==> src/rtl/store_buffer_if.sv <==
// Store buffer bus bundle: the store-data port from the encoder, the load
// hazard query, the data-memory write port and the occupancy status.
interface store_buffer_if #(
  parameter int AW    = 30,
  parameter int DEPTH = 4
);
  localparam int CW = $clog2(DEPTH) + 1;

  logic          st_valid;
  logic          st_ready;
  logic [AW-1:0] st_addr;
  logic [31:0]   st_data;
  logic [3:0]    st_be;

  logic [AW-1:0] ld_addr;
  logic [3:0]    ld_be;
  logic          ld_hazard;

  logic          mem_req;
  logic          mem_ack;
  logic [AW-1:0] mem_addr;
  logic [31:0]   mem_data;
  logic [3:0]    mem_be;

  logic [CW-1:0] count;
  logic          empty;

  // The buffer itself sits on the slave side of this bundle.
  modport slave (
    input  st_valid, st_addr, st_data, st_be,
    input  ld_addr, ld_be,
    input  mem_ack,
    output st_ready, ld_hazard,
    output mem_req, mem_addr, mem_data, mem_be,
    output count, empty
  );

  // The encoder, load path and memory model drive the master side.
  modport master (
    output st_valid, st_addr, st_data, st_be,
    output ld_addr, ld_be,
    output mem_ack,
    input  st_ready, ld_hazard,
    input  mem_req, mem_addr, mem_data, mem_be,
    input  count, empty
  );
endinterface

==> src/rtl/store_buffer.sv <==
// Store buffer: circular queue of pending word stores with merge into the
// youngest entry, a two-state drain engine toward data memory, and a load
// hazard flag covering every valid entry including the one in flight.
module store_buffer #(
  parameter int DEPTH = 4,
  parameter int AW    = 30
) (
  input  logic          clk,
  input  logic          rst_n,
  store_buffer_if.slave bus
);
  localparam int PW = $clog2(DEPTH);
  localparam int CW = PW + 1;

  localparam logic [0:0] IDLE  = 1'b0;
  localparam logic [0:0] ISSUE = 1'b1;

  logic [AW-1:0]    r_addr [DEPTH];
  logic [31:0]      r_data [DEPTH];
  logic [3:0]       r_be   [DEPTH];
  logic [DEPTH-1:0] r_valid;
  logic [PW-1:0]    r_head;
  logic [PW-1:0]    r_tail;
  logic [CW-1:0]    r_count;
  logic [0:0]       r_state;

  logic             r_mem_req;
  logic [AW-1:0]    r_mem_addr;
  logic [31:0]      r_mem_data;
  logic [3:0]       r_mem_be;

  logic             w_st_ready;
  logic             w_accept;
  logic             w_merge;
  logic             w_push;
  logic             w_pop;
  logic [PW-1:0]    w_youngest;
  logic [31:0]      w_merge_data;
  logic [3:0]       w_merge_be;
  logic             w_hazard;
  logic             w_issue_from_merge;

  // Readiness comes from the registered count only, so a full buffer cannot
  // take a store on the same edge that the head is popped.
  assign w_st_ready = (r_count < CW'(DEPTH));
  assign w_accept   = bus.st_valid && w_st_ready;
  assign w_youngest = r_tail - PW'(1);
  assign w_pop      = (r_state == ISSUE) && bus.mem_ack;

  // The youngest entry is mergeable unless it is the one currently on the bus.
  assign w_merge = w_accept && (bus.st_be != 4'b0000) && (r_count != '0) &&
                   (r_addr[w_youngest] == bus.st_addr) &&
                   ((r_state != ISSUE) || (r_count > CW'(1)));
  assign w_push  = w_accept && (bus.st_be != 4'b0000) && !w_merge;

  // If the drain engine launches the head on the same edge that a merge
  // updates it, the launched copy must already contain the merged bytes.
  assign w_issue_from_merge = w_merge && (w_youngest == r_head);

  // Byte-lane merge of the incoming store over the youngest entry; lane 0 is
  // the most significant byte.
  always_comb begin
    w_merge_data = r_data[w_youngest];
    for (int i = 0; i < 4; i++) begin
      if (bus.st_be[i]) begin
        w_merge_data[31-8*i -: 8] = bus.st_data[31-8*i -: 8];
      end
    end
    w_merge_be = r_be[w_youngest] | bus.st_be;
  end

  // A load is hazardous when any valid entry hits its word with overlapping lanes.
  always_comb begin
    w_hazard = 1'b0;
    for (int i = 0; i < DEPTH; i++) begin
      if (r_valid[i] && (r_addr[i] == bus.ld_addr) && ((r_be[i] & bus.ld_be) != 4'b0000)) begin
        w_hazard = 1'b1;
      end
    end
  end

  // Queue storage: pop at head, push or merge at tail, occupancy tracking.
  always_ff @(posedge clk or negedge rst_n) begin
    if (!rst_n) begin
      for (int i = 0; i < DEPTH; i++) begin
        r_addr[i] <= '0;
        r_data[i] <= '0;
        r_be[i]   <= '0;
      end
      r_valid <= '0;
      r_head  <= '0;
      r_tail  <= '0;
      r_count <= '0;
    end else begin
      if (w_pop) begin
        r_valid[r_head] <= 1'b0;
        r_head          <= r_head + PW'(1);
      end
      if (w_push) begin
        r_addr[r_tail]  <= bus.st_addr;
        r_data[r_tail]  <= bus.st_data;
        r_be[r_tail]    <= bus.st_be;
        r_valid[r_tail] <= 1'b1;
        r_tail          <= r_tail + PW'(1);
      end
      if (w_merge) begin
        r_data[w_youngest] <= w_merge_data;
        r_be[w_youngest]   <= w_merge_be;
      end
      r_count <= r_count + CW'(w_push) - CW'(w_pop);
    end
  end

  // Drain engine: launch the head when idle, hold the bus until acknowledged.
  always_ff @(posedge clk or negedge rst_n) begin
    if (!rst_n) begin
      r_state    <= IDLE;
      r_mem_req  <= 1'b0;
      r_mem_addr <= '0;
      r_mem_data <= '0;
      r_mem_be   <= '0;
    end else begin
      case (r_state)
        IDLE: begin
          if (r_count != '0) begin
            r_mem_addr <= r_addr[r_head];
            r_mem_data <= w_issue_from_merge ? w_merge_data : r_data[r_head];
            r_mem_be   <= w_issue_from_merge ? w_merge_be   : r_be[r_head];
            r_mem_req  <= 1'b1;
            r_state    <= ISSUE;
          end
        end
        ISSUE: begin
          if (bus.mem_ack) begin
            r_mem_req <= 1'b0;
            r_state   <= IDLE;
          end
        end
        default: begin
          r_mem_req <= 1'b0;
          r_state   <= IDLE;
        end
      endcase
    end
  end

  assign bus.st_ready  = w_st_ready;
  assign bus.ld_hazard = w_hazard;
  assign bus.mem_req   = r_mem_req;
  assign bus.mem_addr  = r_mem_addr;
  assign bus.mem_data  = r_mem_data;
  assign bus.mem_be    = r_mem_be;
  assign bus.count     = r_count;
  assign bus.empty     = (r_count == '0);

endmodule
==> src/flat_wrapper.sv <==
// flat-port wrapper written by rule: the top's interface ports become plain ports
module store_buffer_flat 
#(
  parameter int DEPTH = 4,
  parameter int AW    = 30
)
  (clk, rst_n, bus_st_valid, bus_st_addr, bus_st_data, bus_st_be, bus_ld_addr, bus_ld_be, bus_mem_ack, bus_st_ready, bus_ld_hazard, bus_mem_req, bus_mem_addr, bus_mem_data, bus_mem_be, bus_count, bus_empty);
  store_buffer_if #(.AW(AW), .DEPTH(DEPTH)) bus_i ();
  input  logic clk;
  input  logic rst_n;
  input wire logic [$bits(bus_i.st_valid)-1:0] bus_st_valid;
  input wire logic [$bits(bus_i.st_addr)-1:0] bus_st_addr;
  input wire logic [$bits(bus_i.st_data)-1:0] bus_st_data;
  input wire logic [$bits(bus_i.st_be)-1:0] bus_st_be;
  input wire logic [$bits(bus_i.ld_addr)-1:0] bus_ld_addr;
  input wire logic [$bits(bus_i.ld_be)-1:0] bus_ld_be;
  input wire logic [$bits(bus_i.mem_ack)-1:0] bus_mem_ack;
  output wire logic [$bits(bus_i.st_ready)-1:0] bus_st_ready;
  output wire logic [$bits(bus_i.ld_hazard)-1:0] bus_ld_hazard;
  output wire logic [$bits(bus_i.mem_req)-1:0] bus_mem_req;
  output wire logic [$bits(bus_i.mem_addr)-1:0] bus_mem_addr;
  output wire logic [$bits(bus_i.mem_data)-1:0] bus_mem_data;
  output wire logic [$bits(bus_i.mem_be)-1:0] bus_mem_be;
  output wire logic [$bits(bus_i.count)-1:0] bus_count;
  output wire logic [$bits(bus_i.empty)-1:0] bus_empty;
  assign bus_i.st_valid = bus_st_valid;
  assign bus_i.st_addr = bus_st_addr;
  assign bus_i.st_data = bus_st_data;
  assign bus_i.st_be = bus_st_be;
  assign bus_i.ld_addr = bus_ld_addr;
  assign bus_i.ld_be = bus_ld_be;
  assign bus_i.mem_ack = bus_mem_ack;
  assign bus_st_ready = bus_i.st_ready;
  assign bus_ld_hazard = bus_i.ld_hazard;
  assign bus_mem_req = bus_i.mem_req;
  assign bus_mem_addr = bus_i.mem_addr;
  assign bus_mem_data = bus_i.mem_data;
  assign bus_mem_be = bus_i.mem_be;
  assign bus_count = bus_i.count;
  assign bus_empty = bus_i.empty;
  store_buffer #(.DEPTH(DEPTH), .AW(AW)) u_core (.clk(clk), .rst_n(rst_n), .bus(bus_i));
endmodule
==> config.mk <==
export PLATFORM = sky130hd
export DESIGN_NAME = store_buffer_flat
export DESIGN_NICKNAME = d
export VERILOG_FILES = /design/src/rtl/store_buffer_if.sv /design/src/rtl/store_buffer.sv /design/src/flat_wrapper.sv
export SDC_FILE = /design/constraint.sdc
export NUM_CORES = 1
export LEC_CHECK = 0
export ABC_AREA = 1
export CAP_MARGIN = 20
export CELL_PAD_IN_SITES_DETAIL_PLACEMENT = 1
export CELL_PAD_IN_SITES_GLOBAL_PLACEMENT = 1
export CORE_ASPECT_RATIO = 1.25
export CORE_MARGIN = 3
export CORE_UTILIZATION = 39
export CTS_BUF_LIST = sky130_fd_sc_hd__clkbuf_4 sky130_fd_sc_hd__clkbuf_8
export DETAILED_ROUTE_END_ITERATION = 10
export GPL_TIMING_DRIVEN = 0
export PLACE_DENSITY_LB_ADDON = 0.1
export RECOVER_POWER = 25
export SLEW_MARGIN = 30
export SYNTH_ARGS = -nofsm -noshare
export SYNTH_HDL_FRONTEND = slang
export SYNTH_SLANG_ARGS = --single-unit
export TNS_END_PERCENT = 20
==> constraint.sdc <==
create_clock -name clk -period 4 [get_ports clk]
set_clock_uncertainty 0.1 [all_clocks]
set_input_delay 0.4 -clock clk [delete_from_list [all_inputs] [get_ports clk]]
set_output_delay 0.4 -clock clk [all_outputs]
set_load 0.01 [all_outputs]
# [Word level (Yosys, flattened, before mapping)]
# Cells that the tools add are included.
[totals] regBits=343
[classes] addsub=5 order_cmp=11 eq_ne=8 mux=59 bitwise=12 n_reduce_logical=31
[op_table] op="$bwmux W128" n=2
[op_table] op="$mux W128" n=2
[op_table] op="$mux W32" n=7
[op_table] op="$eq A30 B30 Y1" n=5
[op_table] op="$mux W30" n=5
[op_table] op="$bmux W32 S2" n=2
[op_table] op="$demux W32 S2" n=2
[op_table] op="$bmux W30 S2" n=2
[op_table] op="$bwmux W120" n=1
[op_table] op="$demux W30 S2" n=1
[op_table] op="$mux W4" n=9
[op_table] op="$bwmux W16" n=2
[op_table] op="$mux W16" n=2
[op_table] op="$mux W8" n=4
[op_table] op="$and A4 B4 Y4" n=5
[op_table] op="$logic_and A1 B1 Y1" n=20
[op_table] op="$reduce_bool A4 Y1" n=5
[op_table] op="$bmux W4 S2" n=2
[op_table] op="$demux W4 S2" n=2
[op_table] op="$mux W1" n=10
[op_table] op="$ge A3 B3 Y1 const B" n=3
[op_table] op="$not A2 Y3" n=3
[op_table] op="$or A4 B4 Y4" n=2
[op_table] op="$lt A2 B3 Y1 const B" n=2
[op_table] op="19 further kinds" n=26

# [Depth between registers and ports, before layout]
# Gate-level depths: netlist of run 1.
[logic_depth] ltp_word=13 ltp_mapped=26 ltp_nobuf=17

# [Worst setup path after synthesis of run 1]
# Ideal clock, no wire load.
[synth_path] path_kind="reg2reg" startpoint="register u_core.r_tail[0]" endpoint="register u_core.r_count[2] (netlist: u_core.bus.count[2])" setup_ns=0.123 t_arrival_ns=3.794 t_required_ns=3.777 slack_ns=-0.016 stages_incl_launch_ff=23 path_buffers=7 path_cell_list="dfrtp_1 -> buf_6 -> inv_4 -> buf_6 -> buf_2 -> clkbuf_1 -> clkbuf_1 -> ha_1 -> buf_4 -> inv_4 -> buf_4 -> nand3_1 -> nand3b_1 -> nand2_1 -> nor2_1 -> nand2_1 -> nor2_1 -> nand2_1 -> nor2_8 -> nor2_2 -> ha_1 -> fa_1 -> xnor2_1"
[synth_via] elab_chain_len=12
[synth_lines] item="from (decl)" line_no="store_buffer.sv:23" source="logic [PW-1:0] r_tail;"
[synth_lines] item="from (signal assigned)" line_no="store_buffer.sv:104" source="r_tail <= r_tail + PW'(1);"
[synth_lines] item="$sub A2 B1 Y2" line_no="store_buffer.sv:47" source="assign w_youngest = r_tail - PW'(1);"
[synth_lines] item="via u_core.w_youngest[0]" line_no="store_buffer.sv:37" source="logic [PW-1:0] w_youngest;"
[synth_lines] item="$not A2 Y3 (not written as such)" line_no="store_buffer.sv:52" source="(r_addr[w_youngest] == bus.st_addr) &&"
[synth_lines] item="$bmux W30 S2" line_no="store_buffer.sv:52"
[synth_lines] item="$mux W30 (not written as such) (2 in series)" line_no="store_buffer.sv:52"
[synth_lines] item="$eq A30 B30 Y1" line_no="store_buffer.sv:52"
[synth_lines] item="$logic_and A1 B1 Y1" line_no="store_buffer.sv:51" source="assign w_merge = w_accept && (bus.st_be != 4'b0000) && (r_count != '0) &&"
[synth_lines] item="$logic_and A1 B1 Y1" line_no="store_buffer.sv:52"
[synth_lines] item="$logic_not A1 Y1" line_no="store_buffer.sv:54" source="assign w_push = w_accept && (bus.st_be != 4'b0000) && !w_merge;"
[synth_lines] item="$logic_and A1 B1 Y1" line_no="store_buffer.sv:54"
[synth_lines] item="$add A3 B1 Y3" line_no="store_buffer.sv:110" source="r_count <= r_count + CW'(w_push) - CW'(w_pop);"
[synth_lines] item="$sub A3 B1 Y3" line_no="store_buffer.sv:110"
[synth_lines] item="to (signal assigned)" line_no="store_buffer.sv:110"
[synth_lines] item="to (decl)" line_no="store_buffer.sv:24" source="logic [CW-1:0] r_count;"
# The timed path passes the listed nets, and every way through them passes these cells. The select of a mux whose other input is x is not followed.
# A chain may end at the register's enable or synchronous reset.

# [Worst setup path in the final report of run 1]
[layout_path] startpoint="register u_core.r_head[0]" endpoint="register u_core.r_mem_addr[16] (netlist: u_core.bus.mem_addr[16])"
[layout_via] elab_chain_len=4
[layout_lines] item="from (decl)" line_no="store_buffer.sv:22" source="logic [PW-1:0] r_head;"
[layout_lines] item="from (signal assigned)" line_no="store_buffer.sv:97" source="r_head <= r_head + PW'(1);"
[layout_lines] item="$not A2 Y3 (not written as such)" line_no="store_buffer.sv:126" source="r_mem_addr <= r_addr[r_head];"
[layout_lines] item="$bmux W30 S2" line_no="store_buffer.sv:126"
[layout_lines] item="$mux W30 (not written as such) (2 in series)" line_no="store_buffer.sv:126"
[layout_lines] item="to (signal assigned)" line_no="store_buffer.sv:126"
[layout_lines] item="to (decl)" line_no="store_buffer.sv:28" source="logic [AW-1:0] r_mem_addr;"
# Every way passes these cells. The select of a mux whose other input is x is not followed.

==> flow_summary_export.csv, run 1 <==
group,metric,value,unit
status,status,"finished with violations",
status,failed_checks,"max-capacitance violations, max-slew violations, negative setup slack",
power,p_seq_share,24.9,%
placement,hpwlAfterDp,101000,um
critical_path,crit_path_max_fanout,10,
clock_network,cts_htree_levels,3,
logic_synthesis,netlist_top_cells_area,"sky130_fd_sc_hd__dfrtp_1 (36%), sky130_fd_sc_hd__nand2_1 (24%), sky130_fd_sc_hd__nand3_1 (9.4%)",
floorplanning,initial_utilization,39.8,%
floorplanning,die_x,228,um
routing,post-route-drc-count,0,
finish,final.fill_count,8084,
logic_synthesis,synth_area_per_cell,6.31,sq um
run,drv.max_cap_violation_count,2,
clock_network,cts_sinks,343,
floorplanning,floorplan.die_area,64400,sq um
finish,design.final.nets,4175,
placement,final_weighted_congestion_in_routability_driven_placement,1.07,
critical_path,rr_endpoint,"u_core.bus.mem_addr[16]",
routing,first_iter_violations,2389,
critical_path,cp-startpoint,"u_core.r_head[0]",
power,internal_power,12.5,mW
timing,hold_violations,0,
routing,ant_nets,0,
critical_path,critical_path_arrival,4530,ps
critical_path,worstPathCellList,"clkbuf_1 -> clkbuf_1 -> clkbuf_1 -> clkbuf_1 -> nor2_1 -> nor2_1 -> o21ai_0 -> a31oi_1",
routing,detailedRoute.firstPassIterationCount,6,
clock_network,cts.reportedPaths.clkPinSlew,60,ps
finish,final_area,29100,sq um
placement,io_buffer_count,171,
power,power.share.combinational,61.0,%
floorplanning,die_y,283,um
global_route,gr-total-overflow,0,
critical_path,worst_setup_path_endpoint,"u_core.bus.mem_addr[16]",
global_route,antenna_found_initial,6,
power,clock_power_share,14.1,%
power,power.switching,15.5,mW
logic_synthesis,post-synth-top-area-fraction,35.8,%
timing,max_freq,0.246,GHz
global_route,first_global_vias,30045,
critical_path,path_common_cell,"sky130_fd_sc_hd__clkbuf_1",
critical_path,worstPathRequired,4460,ps
logic_synthesis,synth_flop_cell,"sky130_fd_sc_hd__dfrtp_1",
timing,report.final.slew_viol_count,153,
timing,layout_min_cycle_time,4070,ps
logic_synthesis,synth_enable_flop_cells,0,
logic_synthesis,synthesis.area,23900,sq um
clock_network,tritoncts,"built",
critical_path,startpoint_type,"register",
critical_path,reg2reg_depth,8,
logic_synthesis,synthDistinctLibCells,40,
logic_synthesis,yosysTopAreaCell,"sky130_fd_sc_hd__dfrtp_1",
worst_hold_path,hold_class,"in2reg",
critical_path,critical_path.max_stage_delay,780,ps
power,cellPowerDensity,964,nW/um^2
routing,detail_route.vias_per_cell,5.90,
logic_synthesis,synth_async_sr_flop_share,100,%
global_route,grt_use_total,41.5,%
floorplanning,rows,100,
clock_network,clk-insertion-delay-late,670,ps
finish,utilization,48.3,%
floorplanning,ios,177,
critical_path,critPathSlowestCell,"sky130_fd_sc_hd__clkbuf_1",
power,vdd_drop_max,0.353,mV
timing,worst_tran_pin_value,2220,ps
clock_network,clock_tree.root_cell,"sky130_fd_sc_hd__clkbuf_8",
critical_path,rrSetupSlack,-70,ps
timing,setup_viol_count_final,3,
power,sw_frac_of_total,55.2,%
logic_synthesis,synth-seq-cells,343,
routing,wirelength,136000,um
global_route,grt_max_degree,81,
global_route,grt_first_pass_wirelength,197000,um
placement,post_place_instance_area,26800,sq um
critical_path,crit_path_end_kind,"register",
critical_path,worstSetupPathType,"reg2reg",
timing,fin_crit_sh,102,%
timing,slew-limit-headroom,-48.1,%
logic_synthesis,seq_area_frac_synth,35.8,%
logic_synthesis,syn_inst,3797,
logic_synthesis,synth_nets,3913,
floorplanning,core-area,60200,sq um
clock_network,numCtsBuffers,68,
timing,final.setup.worst_slack,-72.7,ps
finish,drive_gt1_share,7.94,%
power,leakagePower,14.3,nW
routing,wire_per_inst,27.6,um
clock_network,clockBufferDepth,3,
finish,area_delta_synth_final,21.3,%
routing,dr_total_vias,29061,
logic_synthesis,yosysWarningCount,0,
critical_path,worst_flop_to_flop_path_startpoint,"u_core.r_head[0]",
stage by stage:
step	hold slack, ps	cells	setup WS [ps]	setup TNS, ps	power, mW
after global routing	94.6	4923	-3.43	-3.43	29.6
after global placement	363	4784	-14300	-5532960	21.9
after CTS	31.5	4913	-28.8	-117	26.8
after detailed placement	93.3	4789	-2470	-659320	22.3
after floorplan	4.41	3797	91.2	0	15.3
final	67.8	4925	-72.7	-105	28.0
layout make-up:
type	count	area, sq um	area share [%]
multi-input combinational	2858	13200	45.3
sequential	343	8580	29.5
timing repair buffer	194	1990	6.84
buffer	247	1530	5.26
clock buffer	112	1380	4.75
inverter	347	1350	4.66
tap	816	1020	3.51
clock inverter	5	37.5	0.129
antenna	3	7.51	0.0258
flip-flops by register name (all words and copies together), names as in the netlist:
| name | flops |
|---|---|
| u_core.r_valid | 4 |
| u_core.bus.mem_req | 1 |
| u_core.bus.count | 3 |
| u_core.r_data | 128 |
| u_core.bus.mem_addr | 30 |
| u_core.r_be | 16 |
| u_core.r_head | 2 |
| u_core.bus.mem_be | 4 |
| u_core.r_state | 1 |
| u_core.r_addr | 120 |
| u_core.r_tail | 2 |
| u_core.bus.mem_data | 32 |
placed cells by master, fill, tap and decap left out, types with 4 or more instances in the layout:
cell type,n
sky130_fd_sc_hd__nor4_1,14
sky130_fd_sc_hd__inv_1,337
sky130_fd_sc_hd__a31oi_1,30
sky130_fd_sc_hd__nor2_4,7
sky130_fd_sc_hd__nand2_1,1494
sky130_fd_sc_hd__clkbuf_4,40
sky130_fd_sc_hd__a21oi_1,173
sky130_fd_sc_hd__o21ai_0,376
sky130_fd_sc_hd__a211oi_1,5
sky130_fd_sc_hd__a221oi_1,11
sky130_fd_sc_hd__buf_12,11
sky130_fd_sc_hd__dfrtp_1,342
sky130_fd_sc_hd__buf_8,4
sky130_fd_sc_hd__nand2_2,9
sky130_fd_sc_hd__buf_4,38
sky130_fd_sc_hd__nand3_2,9
sky130_fd_sc_hd__nand3_1,443
sky130_fd_sc_hd__clkbuf_1,125
sky130_fd_sc_hd__or2_2,9
sky130_fd_sc_hd__ha_1,9
sky130_fd_sc_hd__o22ai_1,44
sky130_fd_sc_hd__nor3_1,6
sky130_fd_sc_hd__nand3b_1,18
sky130_fd_sc_hd__nor2_1,96
sky130_fd_sc_hd__xnor2_1,17
sky130_fd_sc_hd__buf_6,23
sky130_fd_sc_hd__nor2_2,9
sky130_fd_sc_hd__nand4_1,8
sky130_fd_sc_hd__buf_1,10
sky130_fd_sc_hd__nand2_4,13
sky130_fd_sc_hd__inv_6,5
sky130_fd_sc_hd__clkdlybuf4s50_1,170
sky130_fd_sc_hd__clkbuf_2,14
sky130_fd_sc_hd__clkbuf_8,87
sky130_fd_sc_hd__o211ai_1,23
sky130_fd_sc_hd__xor2_1,17
sky130_fd_sc_hd__buf_2,23
worst max-delay path, delay by kind of cell, from the launching register on:
kind / cells / cell delay, ps
AND/OR/NAND/NOR: 2 / 200
buffers and inverters: 4 / 2800
AO/OA/AOI/OAI: 2 / 450
flip-flops: 1 / 400
synthesized netlist by cell type (3+ instances only):
master                     count
sky130_fd_sc_hd__buf_4        35
sky130_fd_sc_hd__a211oi_1      5
sky130_fd_sc_hd__o22ai_1      44
sky130_fd_sc_hd__or2_2         9
sky130_fd_sc_hd__nor2_1      111
sky130_fd_sc_hd__ha_1         11
sky130_fd_sc_hd__o211ai_1     23
sky130_fd_sc_hd__inv_2         6
sky130_fd_sc_hd__nand4_1       8
sky130_fd_sc_hd__a22o_1        3
sky130_fd_sc_hd__nor4_1       14
sky130_fd_sc_hd__buf_2        29
sky130_fd_sc_hd__nand2_4       5
sky130_fd_sc_hd__nand2_1    1511
sky130_fd_sc_hd__inv_1       337
sky130_fd_sc_hd__nor3_1        6
sky130_fd_sc_hd__buf_6        10
sky130_fd_sc_hd__buf_1        18
sky130_fd_sc_hd__nand3_1     451
sky130_fd_sc_hd__nand3b_1     18
sky130_fd_sc_hd__a21oi_1     174
sky130_fd_sc_hd__o21ai_0     376
sky130_fd_sc_hd__a31oi_1      30
sky130_fd_sc_hd__xnor2_1      18
sky130_fd_sc_hd__a221oi_1     11
sky130_fd_sc_hd__xor2_1       17
sky130_fd_sc_hd__dfrtp_1     343
sky130_fd_sc_hd__clkbuf_1    157
power groups by stage:
stage,sequential [mW],combinational (mW),clock (mW)
final,6.96,17.1,3.96
after global routing,7.03,18.4,4.13
after CTS,6.83,16.0,3.99
after detailed placement,6.87,15.4,0
after global placement,6.86,15.1,0
after floorplan,6.14,9.14,0
timing repair:
action                                  4_1_cts  5_1_grt
cloned                                        0        2
gates resized for setup                     137       90
endpoints found under the setup margin      309      308
hold buffers                                  2        0
pin swaps                                     9       15
hold endpoints to repair                    153        0
buffers inserted                              6        6
how the worst min path moves through the flow:
stage,startpoint,cells after the start,endpoint
after floorplan,rst_n,0,u_core.bus.count[0]
after global placement,u_core.bus.mem_data[2],2,u_core.bus.mem_data[2]
after detailed placement,rst_n,1,u_core.bus.mem_addr[0]
after CTS,bus_st_addr[24],3,u_core.r_addr[84]
after global routing,bus_st_addr[24],3,u_core.r_addr[84]
final,bus_st_addr[24],3,u_core.r_addr[84]
cell families (layout without fill, tap and decap cells):
family | Yosys count | count (layout) | share of synthesized area, %
xor+xnor | 35 | 35 | 1.28
flops | 343 | 343 | 35.8
simple gates | 2140 | 2140 | 36.9
fa+ha+maj | 12 | 12 | 0.658
buf+inv | 596 | 905 | 10.4
compound gates | 671 | 671 | 15.0
other cells | 0 | 3 | 0
layer usage:
layer,global-route usage (%),share of wire (%)
met4,33.5,9.7
met1,46.3,36
met3,8.04,7.4
met2,68.5,47
met5,0,0.034
(Power assumes the default switching activity.)
==> run 2: changes to the inputs <==
- CAP_MARGIN: 20 -> 15
- PLACE_DENSITY: default -> 0.76
- PLACE_DENSITY_LB_ADDON: 0.1 -> default
- clock period: 4 -> 3.6 ns (I/O delays scaled with it)
==> run 2 against run 1 <==
Compared with the run above:
- the flow still finishes with violations (max-capacitance violations, max-slew violations, negative setup slack)
- critical endpoint is now u_core.r_data[97]
- final cell count rose by 0.53%
- global-route usage fell by 0.059 points
- largest cell class unchanged
- non-clock buffer count rose by 33
- clock-buffer cell count fell by 14
- register-to-register slack improved by 50 ps
- combinational power rose by 17%
- worst hold slack got worse by 10 ps
==> flow_summary_export.csv, run 2 (synthesized netlist as in run 1, its figures left out) <==
group,metric,value,unit
status,status,"finished with violations",
status,failed_checks,"max-capacitance violations, max-slew violations, negative setup slack",
placement,final_weighted_congestion_in_routability_driven_placement,1.04,
finish,final.fill_count,7985,
placement,hpwlAfterDp,98200,um
routing,wirelength,136000,um
floorplanning,ios,177,
global_route,grt_use_total,41.5,%
floorplanning,die_y,283,um
clock_network,numCtsBuffers,66,
routing,detail_route.vias_per_cell,5.98,
placement,io_buffer_count,171,
critical_path,worstPathRequired,4050,ps
power,vdd_drop_max,0.439,mV
routing,detailedRoute.firstPassIterationCount,6,
timing,hold_violations,0,
routing,wire_per_inst,27.5,um
timing,finalHoldWorstSlack,57.7,ps
finish,area_delta_synth_final,26.0,%
timing,setup_viol_count_final,5,
floorplanning,floorplan.die_area,64400,sq um
critical_path,crit_path_end_kind,"register",
clock_network,clock_tree.root_cell,"sky130_fd_sc_hd__clkbuf_8",
power,cellPowerDensity,1070,nW/um^2
finish,largest_register_ff_count,128,
timing,worst_tran_pin_value,2120,ps
floorplanning,core-area,60200,sq um
clock_network,cts_htree_levels,3,
routing,post-route-drc-count,0,
critical_path,cp-startpoint,"u_core.bus.count[2]",
finish,multi_input_area,13400,sq um
worst_hold_path,hold_class,"in2async",
timing,layout_min_cycle_time,3620,ps
clock_network,clockBufferDepth,3,
timing,max_freq,0.276,GHz
finish,layout_common_cells,"sky130_fd_sc_hd__nand2_1 (1456), sky130_fd_sc_hd__nand3_1 (420), sky130_fd_sc_hd__o21ai_0 (375), sky130_fd_sc_hd__dfrtp_1 (343), sky130_fd_sc_hd__inv_1 (337)",
timing,report.final.slew_viol_count,69,
finish,design.final.nets,4207,
timing,slew-limit-headroom,-41.3,%
critical_path,startpoint_type,"register",
routing,dr_total_vias,29593,
clock_network,clk-insertion-delay-late,690,ps
clock_network,cts.reportedPaths.clkPinSlew,70,ps
routing,first_iter_violations,2688,
critical_path,worst_flop_to_flop_path_startpoint,"u_core.bus.count[2]",
floorplanning,rows,100,
finish,area.sequential,8580,sq um
timing,grt_setup_unrepaired,"yes",
global_route,first_global_vias,30183,
global_route,grt_max_degree,83,
clock_network,tritoncts,"built",
power,leakagePower,14.8,nW
critical_path,worstSetupPathType,"reg2reg",
global_route,grt_first_pass_wirelength,197000,um
global_route,gr-total-overflow,0,
floorplanning,die_x,228,um
timing,fin_crit_sh,101,%
routing,ant_nets,0,
finish,regMostFlops,"u_core.r_data",
placement,dpl_ws,-1730,ps
run,drv.max_cap_violation_count,1,
finish,layout.cells.most_common,"sky130_fd_sc_hd__nand2_1",
clock_network,cts_sinks,343,
global_route,antenna_found_initial,4,
critical_path,critical_path_arrival,4070,ps
timing,final.setup.worst_slack,-24.0,ps
floorplanning,initial_utilization,39.8,%
critical_path,crit_path_max_fanout,10,
finish,drive_gt1_share,10.1,%
finish,utilization,50.1,%
[run 2: cell types whose count changed in the layout (fill, tap and decap cells not counted), sizes merged]
cell    before  now
inv        347  345
buf        112  142
bufinv       0    4
clkbuf     269  258
clkinv       3    8
[run 2: worst max-delay path, cell delays in order (launching register included)]
cell	delay, ps
sky130_fd_sc_hd__dfrtp_1	390
sky130_fd_sc_hd__nor2_1	410
sky130_fd_sc_hd__nand2_1	350
sky130_fd_sc_hd__inv_2	440
sky130_fd_sc_hd__clkbuf_1	630
sky130_fd_sc_hd__buf_1	780
sky130_fd_sc_hd__nand3_1	180
sky130_fd_sc_hd__nand3_1	140
sky130_fd_sc_hd__nand2_1	50
[run 2: per-stage QoR]
stage | setup TNS [ps] | cell area [sq um] | power (mW) | cells
2_1_floorplan | 0 | 24000 | 17.0 | 3797
3_3_place_gp | -5423920 | 26700 | 24.3 | 4784
3_5_place_dp | -447350 | 26800 | 24.7 | 4788
4_1_cts | -5940 | 30100 | 31.0 | 4948
5_1_grt | -282 | 30200 | 33.8 | 4951
6_report | -60.6 | 30200 | 32.2 | 4951
[run 2: final cells by class]
cell class,count,area share [%]
Multi-Input combinational cell,2858,44.5
Sequential cell,343,28.5
Timing Repair Buffer,230,8.47
Buffer,244,5.94
Inverter,347,4.51
Clock buffer,98,4.16
Tap cell,816,3.38
Clock inverter,11,0.531
Timing Repair inverter,1,0.0290
Antenna cell,3,0.0249
[run 2: metal layers]
metal / track usage, % / vias up / part of all wire, %
li1: - / 12821 / -
met1: 48.3 / 14498 / 37
met2: 66.5 / 1660 / 46
met3: 8.15 / 612 / 7.8
met4: 32.1 / 2 / 9.2
met5: 0 / - / 0.0095
[run 2: repair_timing]
action	CTS	global route
hold endpoints to repair	115	0
hold buffers	2	0
gates resized for setup	318	31
endpoints found under the setup margin	310	310
cloned	11	2
pin swaps	49	24
setup buffers	40	1
[run 2: final timing paths]
path	slack, ps	depth (start not counted)	end
hold / removal	60	2	u_core.bus.mem_data[8]
min in group clk	110	3	u_core.r_addr[44]
max in group asynchronous	540	5	u_core.r_data[92]
setup / recovery	-20	8	u_core.r_data[97]
hold reg to reg	380	2	u_core.bus.mem_data[8]
setup reg to reg	-20	8	u_core.r_data[97]
[run 2: where the power goes]
group	internal [mW]	switching [mW]	leakage [nW]
sequential	5.54	2.16	3.92
clock	2.50	1.98	0.742
combinational	6.61	13.4	10.1
==> run 3: changes to the inputs <==
- SLEW_MARGIN: 30 -> default
==> run 3 against run 2 <==
Compared with the run above:
- maximum frequency about the same
- final cell count decreased by 0.38%
- the flow still finishes with violations (max-capacitance violations, max-slew violations, negative setup slack)
- power decreased by 3.4%
- final area decreased by 2.8%
- clock-buffer cell count decreased by 5
- largest power group unchanged
- sequential power about the same
- clock power decreased by 8.3%
- utilization decreased by 1.4 points
- highest routed layer unchanged
==> flow_summary_export.csv, run 3 (synthesized netlist as in run 1, its figures left out) <==
group,metric,value,unit
critical_path,rrSetupSlack,-30,ps
timing,fin_crit_sh,101,%
power,power,31.1,mW
timing,max_freq,0.276,GHz
global_route,grt_first_pass_wirelength,192000,um
clock_network,tritoncts,"built",
critical_path,critical_path.max_stage_delay,380,ps
timing,report.final.slew_viol_count,62,
finish,drive_gt1_share,8.68,%
timing,hold_violations,0,
clock_network,cts_sinks,343,
critical_path,reg2reg_depth,21,
power,vdd_drop_max,0.542,mV
timing,slew-limit-headroom,-29.7,%
status,failed_checks,"max-capacitance violations, max-slew violations, negative setup slack",
timing,final.setup.worst_slack,-25.4,ps
global_route,first_global_vias,29562,
clock_network,cts.reportedPaths.clkPinSlew,70,ps
critical_path,path_common_cell,"sky130_fd_sc_hd__buf_12",
floorplanning,initial_utilization,39.8,%
finish,design.final.nets,4193,
placement,hpwlAfterDp,98100,um
routing,dr_total_vias,29042,
critical_path,critical_path_arrival,4090,ps
floorplanning,floorplan.die_area,64400,sq um
critical_path,worstPathRequired,4060,ps
routing,post-route-drc-count,0,
critical_path,crit_path_end_kind,"register",
global_route,grt_max_degree,84,
status,status,"finished with violations",
critical_path,rr_endpoint,"u_core.bus.count[2]",
finish,finalNonFillerCells,4932,
finish,final.fill_count,8018,
clock_network,clockBufferDepth,3,
floorplanning,die_y,283,um
critical_path,critPathSlowestCell,"sky130_fd_sc_hd__dfrtp_1",
clock_network,clock_tree.root_cell,"sky130_fd_sc_hd__clkbuf_8",
placement,io_buffer_count,171,
run,drv.max_cap_violation_count,1,
routing,detailedRoute.firstPassIterationCount,5,
routing,wire_per_inst,27.1,um
timing,worst_tran_pin_value,1950,ps
global_route,gr-total-overflow,0,
finish,area_delta_synth_final,22.5,%
clock_network,cts_htree_levels,3,
critical_path,startpoint_type,"register",
global_route,grt_use_total,40.4,%
floorplanning,ios,177,
power,leakagePower,14.5,nW
global_route,antenna_found_initial,4,
finish,largest_register_ff_count,128,
placement,dp_cells,4788,
worst_hold_path,hold_class,"in2async",
timing,setup_viol_count_final,2,
routing,detail_route.vias_per_cell,5.89,
timing,grt_setup_unrepaired,"yes",
floorplanning,rows,100,
critical_path,worstSetupPathType,"reg2reg",
floorplanning,core-area,60200,sq um
power,cellPowerDensity,1060,nW/um^2
placement,final_weighted_congestion_in_routability_driven_placement,1.04,
routing,ant_nets,0,
critical_path,worstPathCellList,"buf_6 -> inv_8 -> buf_12 -> ha_4 -> buf_12 -> inv_16 -> buf_12 -> nand3_4 -> nand3b_1 -> nand2_2 -> nor2_1 -> nand2_1 -> nor2_2 -> nand2_2 -> nor2_8 -> buf_12 -> nor2_4 -> buf_6 -> ha_4 -> fa_2 -> xnor2_2",
routing,first_iter_violations,2737,
floorplanning,die_x,228,um
critical_path,crit_path_max_fanout,5,
routing,wirelength,134000,um
finish,regMostFlops,"u_core.r_data",
finish,layout_common_cells,"sky130_fd_sc_hd__nand2_1 (1484), sky130_fd_sc_hd__nand3_1 (434), sky130_fd_sc_hd__o21ai_0 (375), sky130_fd_sc_hd__dfrtp_1 (343), sky130_fd_sc_hd__inv_1 (337)",
clock_network,numCtsBuffers,66,
clock_network,clk-insertion-delay-late,690,ps
timing,layout_min_cycle_time,3630,ps
critical_path,worst_flop_to_flop_path_startpoint,"u_core.r_tail[0]",
finish,layout.cells.most_common,"sky130_fd_sc_hd__nand2_1",
-- run 3: layout make-up --
| type | instances | area [sq um] | area share (%) |
|---|---|---|---|
| inverters | 347 | 1350 | 4.61 |
| multi-input cells | 2859 | 13300 | 45.2 |
| flip-flops and latches | 343 | 8580 | 29.3 |
| diodes | 2 | 5.00 | 0.0171 |
| repair buffers | 215 | 2270 | 7.74 |
| repair inverters | 1 | 11.3 | 0.0384 |
| well taps | 816 | 1020 | 3.48 |
| plain buffers | 244 | 1580 | 5.37 |
| clock inverters | 12 | 93.8 | 0.320 |
| clock buffers | 93 | 1170 | 4.00 |
-- run 3: routing by layer --
metal	up-vias	track usage, %	routed length [um]
met2	1509	64.9	61600
li1	12793	-	-
met5	-	0	13
met1	14173	48.2	50900
met3	565	6.31	9250
met4	2	30.7	11800
-- run 3: metrics by stage --
step	TNS (ps)	setup WS (ps)	area [sq um]	hold WS, ps	util (%)
final	-31.8	-25.4	29300	51.8	48.7
after global routing	-318	-90.9	29300	72.4	48.7
after CTS	-6340	-95.5	29000	15.2	48.2
after detailed placement	-442390	-1730	26800	187	44.6
after global placement	-5423920	-14640	26700	364	44.4
after floorplan	0	28.3	24000	-35.6	-
-- run 3: critical path: cells and delay by family, from the launching register on --
kind,cells,cell delay (ps)
adders and majority gates,3,760
DFF,1,380
xor gates and xnor gates,1,140
buffers and inverters,8,960
and+or+nand+nor,9,1110
-- run 3: what timing repair did --
item,CTS,global route
hold buffers,2,0
setup endpoints to repair,310,308
setup buffers,20,13
hold endpoints to repair,109,0
gates cloned,3,3
resized for setup,196,58
pin swaps,28,29
-- run 3: power breakdown --
part           total [mW]  internal, mW  switching, mW
sequential           7.68          5.54           2.14
clock                4.11          2.16           1.95
combinational        19.3          6.26           13.0
total                31.1          14.0           17.1
-- run 3: how the worst max path moves through the flow --
stage	start	endpoint	slack (ps)	cells past startpoint
2_1_floorplan	u_core.r_tail[0]	u_core.bus.count[2]	30	22
3_3_place_gp	rst_n	u_core.bus.mem_data[28]	-14640	1
3_5_place_dp	u_core.r_tail[0]	u_core.r_data[105]	-1730	24
4_1_cts	u_core.r_tail[0]	u_core.bus.count[2]	-100	20
5_1_grt	u_core.r_tail[0]	u_core.bus.mem_data[3]	-90	15
6_report	u_core.r_tail[0]	u_core.bus.count[2]	-30	21
